### config.mk
export PLATFORM = sky130hd
export DESIGN_NAME = number_sprite_renderer
export DESIGN_NICKNAME = d
export VERILOG_FILES = /design/src/rtl/number_sprite_renderer.sv
export SDC_FILE = /design/constraint.sdc
export NUM_CORES = 1
export LEC_CHECK = 0
export CAP_MARGIN = 20
export CORE_ASPECT_RATIO = 1.4
export CORE_MARGIN = 2
export CORE_UTILIZATION = 46
export CTS_CLUSTER_SIZE = 16
export DETAILED_ROUTE_END_ITERATION = 10
export GPL_TIMING_DRIVEN = 0
export HOLD_SLACK_MARGIN = 0.15
export PLACE_DENSITY = 0.82
export SLEW_MARGIN = 20
export SYNTH_ARGS = -nofsm -noshare
export SYNTH_HDL_FRONTEND = slang
export SYNTH_SLANG_ARGS = --single-unit
export TNS_END_PERCENT = 1
### constraint.sdc
create_clock -name i_clk2 -period 1.8 [get_ports i_clk2]
set_clock_uncertainty 0.15 [all_clocks]
set_input_delay 0.45 -clock i_clk2 [delete_from_list [all_inputs] [get_ports i_clk2]]
set_output_delay 0.45 -clock i_clk2 [all_outputs]
set_load 0.01 [all_outputs]
### src/rtl/number_sprite_renderer.sv
// Renders one 20x20 digit sprite over a flat background.
// The digit is double-buffered so a new value only appears at frame start.
module number_sprite_renderer #(
  parameter int unsigned ORIGIN_X    = 300,
  parameter int unsigned ORIGIN_Y    = 20,
  parameter int unsigned SPR_W       = 20,
  parameter int unsigned SPR_H       = 20,
  parameter logic [7:0]  TRANSPARENT = 8'h00,
  parameter logic [7:0]  BG_COLOR    = 8'h25
) (
  input  logic       i_clk2,
  input  logic       i_rst,
  input  logic [9:0] i_x,
  input  logic [9:0] i_y,
  input  logic       i_active,
  input  logic       i_frame_start,
  input  logic [3:0] i_digit,
  input  logic       i_digit_valid,
  output logic       o_digit_ready,
  output logic [9:0] o_numberaddr,
  output logic [3:0] o_digit_sel,
  input  logic [7:0] i_numberdata,
  output logic [7:0] o_pixel,
  output logic       o_pixel_valid
);

  localparam logic [10:0] X_LO = 11'(ORIGIN_X);
  localparam logic [10:0] X_HI = 11'(ORIGIN_X + SPR_W);
  localparam logic [10:0] Y_LO = 11'(ORIGIN_Y);
  localparam logic [10:0] Y_HI = 11'(ORIGIN_Y + SPR_H);
  localparam logic [9:0]  W10  = 10'(SPR_W);

  logic [3:0] disp_digit;
  logic [3:0] pend_digit;

  logic       x_in;
  logic       y_in;
  logic       in_box;
  logic [9:0] dx;
  logic [9:0] dy;
  logic [9:0] addr_next;

  logic       s1_in_box;
  logic       s1_active;
  logic       s2_in_box;
  logic       s2_active;

  // o_digit_ready doubles as the "pending register empty" flag.
  always_ff @(posedge i_clk2 or posedge i_rst) begin
    if (i_rst) begin
      disp_digit    <= '0;
      pend_digit    <= '0;
      o_digit_ready <= 1'b1;
    end else if (i_frame_start && !o_digit_ready) begin
      disp_digit    <= pend_digit;
      o_digit_ready <= 1'b1;
    end else if (i_digit_valid && o_digit_ready) begin
      pend_digit    <= i_digit;
      o_digit_ready <= 1'b0;
    end
  end

  always_comb begin
    x_in      = ({1'b0, i_x} >= X_LO) && ({1'b0, i_x} < X_HI);
    y_in      = ({1'b0, i_y} >= Y_LO) && ({1'b0, i_y} < Y_HI);
    in_box    = i_active && x_in && y_in && (disp_digit <= 4'd9);
    dx        = i_x - X_LO[9:0];
    dy        = i_y - Y_LO[9:0];
    addr_next = '0;
    if (in_box) addr_next = dy * W10 + dx;
  end

  always_ff @(posedge i_clk2 or posedge i_rst) begin
    if (i_rst) begin
      o_numberaddr  <= '0;
      o_digit_sel   <= '0;
      s1_in_box     <= 1'b0;
      s1_active     <= 1'b0;
      s2_in_box     <= 1'b0;
      s2_active     <= 1'b0;
      o_pixel       <= '0;
      o_pixel_valid <= 1'b0;
    end else begin
      o_numberaddr  <= addr_next;
      o_digit_sel   <= disp_digit;
      s1_in_box     <= in_box;
      s1_active     <= i_active;
      // Stage 2 waits out the ROM's one-cycle read latency.
      s2_in_box     <= s1_in_box;
      s2_active     <= s1_active;
      o_pixel_valid <= s2_active;
      if (!s2_active)
        o_pixel <= '0;
      else if (s2_in_box && (i_numberdata != TRANSPARENT))
        o_pixel <= i_numberdata;
      else
        o_pixel <= BG_COLOR;
    end
  end

endmodule

==> flow_metrics.tcl <==
set metrics [dict create \
    outcome "finished with violations" \
    violations "negative setup slack" \
    final_area_mm2 0.002957 \
    grt_overflow 0 \
    cts.sinks 36 \
    r2r_start "disp_digit[1]$_DFFE_PP0P_" \
    clk-insertion-delay-late_ps 290 \
    die_h_um 79.76 \
    rsz0062_at_grt "yes" \
    clock_power_share 0.212 \
    cp.required_ps 1820 \
    grt_pass1_vias 1524 \
    n_antenna_cell 0 \
    ys_seq_area_frac 0.4784 \
    vias_per_cell 5.071 \
    worstMarginPinSlew_ps 694.2 \
    final_cell_count_no_fill 280 \
    period_minus_slack_ps 2890 \
    dpl_worst_slack_ps -2109 \
    cts_buffers 5 \
    fp.coreArea_mm2 0.003919 \
    cp-start-kind "input port" \
    drc 0 \
    crit_path_top_delay_cell "fa_2" \
    intPower_mw 1.905 \
    rows 27 \
    min_from "s1_active$_DFF_PP0_" \
    ys_types 29 \
    grt_max_degree 37 \
    cts_buffer_depth 2 \
    slew_headroom 0.5365 \
    yosys-top-cells-area "dfrtp_1 46%, ha_1 16%, inv_1 5.2%" \
    die_w_um 58.11 \
    arrival_ps 2910 \
    p_leak_nw 1.351 \
    p_comb_frac 0.433 \
    routed_wirelength_um 4072 \
    htree_levels 2 \
    cts_tree "built" \
    layout_setup_ws_ps -1090 \
    slew_violations 0 \
    hold_viol_final 0 \
    yosysTopAreaCell "dfrtp_1" \
    dr.pass1.iters 4 \
    dpl-instance-area_mm2 0.002626 \
    port_buffers 60 \
    syn-cell-area_mm2 0.001886 \
    path_common_cell "ha_4" \
    ys_ff_latch 36 \
    syn_inst 166 \
    wl_per_cell_um 14.54 \
    critical_path.max_stage_delay_ps 540 \
    maxCapViolCount 0 \
    dieArea_mm2 0.004635 \
    grt_antenna_before_repair 0 \
    vias 1420 \
    setup_viol 9 \
    synth_top_cell_area_share 0.4645 \
    path_delay_family "adder cells" \
    drive_gt1_frac 0.2447 \
    syn_to_final_growth_pct 56.80 \
    reg2reg_depth 5 \
    ioPinCount 61 \
    hpwl_um 2894 \
    dr.first_iter.drc_count 28 \
    grt_use_total 0.1903 \
    gp_congestion 0.8171 \
    tns_ps -4619 \
    ant_nets 0 \
    fmax_ghz 0.3460 \
    crit_path_end_kind "register" \
    vdd.ir_drop.worst_mv 0.9960 \
    grt_first_pass_wirelength_um 6603 \
    hold_path.class "register to register" \
    initial_core_util 0.4812 \
    critPathMaxFanout 3 \
    yosysWarnings 0 \
    r2r-end "o_numberaddr[5]$_DFF_PP0_" \
    synth_nets 229 \
    fin_crit_sh 1.606 \
    min_path_cells 0 \
    p_sw_frac 0.3005 \
    avgSynthCellArea_um2 11.36 \
    netSwitchingPower_uw 818.3 \
    path_cells "buf_12, inv_12, ha_4, inv_4, ha_4, ha_4, inv_2, fa_2, ha_4, inv_2, ha_4, o21ai_1, nand2b_1, a31oi_1, xnor2_1, nor2_1" \
    crit_type "input port to register" \
    dp.cells 269 \
    path_clk_slew_ps 70 \
    fin_nets 299 \
    root_buffer "clkbuf_8" \
    pwr-share-seq 0.355 \
    worst-path-buf-inv 5 \
    p_per_area_mw_per_mm2 921.0 \
    r2r_slack_ps 180 \
    hold-path-endpoint "s2_active$_DFF_PP0_" \
]
## flip-flops by register name, indices dropped and copies added (netlist names)
signal and count:
s2_in_box 1, o_digit_ready 1, s1_active 1, o_pixel 8
pend_digit 4, o_digit_sel 4, s2_active 1, s1_in_box 1
disp_digit 4, o_numberaddr 10, o_pixel_valid 1
## layer usage
metal,GRT usage,share of wire,up-vias,wire (µm)
li1,-,-,688,-
met1,0.1990,0.36,675,1460
met2,0.3489,0.56,49,2298
met3,0.04214,0.053,8,216
met4,0.09302,0.024,0,97
met5,0,0,-,0
## worst reg2reg max path, delay by kind of cell, from the launching register on
family / cells / cell delay (ps)
simple gates: 3 / 590
flops: 1 / 400
compound gates: 2 / 390
## stage by stage
stage | total power [mW] | util | hold WS, ps
detailed placement | 1.875 | 0.6702 | 184.7
finish | 2.723 | 0.7545 | 198.4
CTS | 2.628 | 0.7423 | 199.4
floorplan | 1.578 | - | 181.2
global route | 2.899 | 0.7545 | 223.0
global placement | 1.843 | 0.6702 | 182.8
## synthesized netlist by cell type
master,number
a21o_1,4
a21oi_1,7
a31oi_1,1
and2_1,3
and3_1,5
dfrtp_1,35
dfstp_2,1
fa_1,2
ha_1,24
inv_1,26
mux2_2,8
mux2i_1,1
nand2_1,3
nand2b_1,2
nand4_1,1
nor2_1,9
nor2b_1,3
nor3_1,2
nor3b_1,1
nor4b_1,1
o21a_1,4
o21ai_0,2
o21ai_1,1
o21ai_2,2
o21bai_1,1
or2b_1,1
or4_1,2
xnor2_1,9
xor2_1,5
## worst max-delay path by stage
stage,startpoint,to,slack [ps],depth (start not counted)
detailed placement,i_y[2],o_numberaddr[9]$_DFF_PP0_,-2110,15
finish,i_y[2],o_numberaddr[9]$_DFF_PP0_,-1090,16
global route,i_y[2],o_numberaddr[9]$_DFF_PP0_,-1210,16
floorplan,i_y[3],o_numberaddr[9]$_DFF_PP0_,-1180,14
CTS,i_y[2],o_numberaddr[9]$_DFF_PP0_,-1090,15
global placement,i_y[2],o_numberaddr[9]$_DFF_PP0_,-2090,15
## cell type report
class | instances | area (µm²)
flip-flops and latches | 36 | 902.1
multi-input cells | 104 | 1150
clock buffers | 8 | 90.09
fillers | 255 | 962.2
inverters | 26 | 125.1
well taps | 43 | 53.80
repair buffers | 63 | 635.6
## power by group through the flow
stage                     Sequential, mW  Combinational [mW]  Clock [mW]
after global routing               0.979                1.30       0.621
after floorplan                    0.995               0.583           0
after global placement             0.975               0.868           0
after CTS                          0.967                1.08       0.582
final                              0.966                1.18       0.577
after detailed placement           0.982               0.893           0
## cells by family after synthesis
logic type / after synthesis / share of synthesized area
AO/OA/AOI/OAI: 22 / 0.07499
adder cells (fa/ha/maj): 26 / 0.1805
flip-flops: 36 / 0.4784
buffers and inverters: 26 / 0.05176
AND/OR/NAND/NOR: 33 / 0.09622
XOR/XNOR: 14 / 0.06503
multiplexers: 9 / 0.05309
## timing repair
item / CTS / global route
endpoints found under the setup margin: 12 / 13
resized for setup: 47 / 8
setup buffers: 3 / 0
pin swaps: 19 / 12
hold buffers: 0 / 0
## placed cells by master, fill, tap and decap left out, types with 3 or more instances in the layout
cell	n
ha_4	14
buf_4	3
dfrtp_1	35
ha_1	8
a21oi_1	4
inv_1	19
nor2_1	9
inv_2	4
clkdlybuf4s50_1	52
a21oi_2	3
xor2_1	5
dlygate4sd2_1	4
o21a_1	4
a21o_1	4
and2_1	3
nand2_1	3
clkbuf_8	6
xnor2_1	6
and3_1	5
mux2_2	8
(Power assumes the default switching activity.)
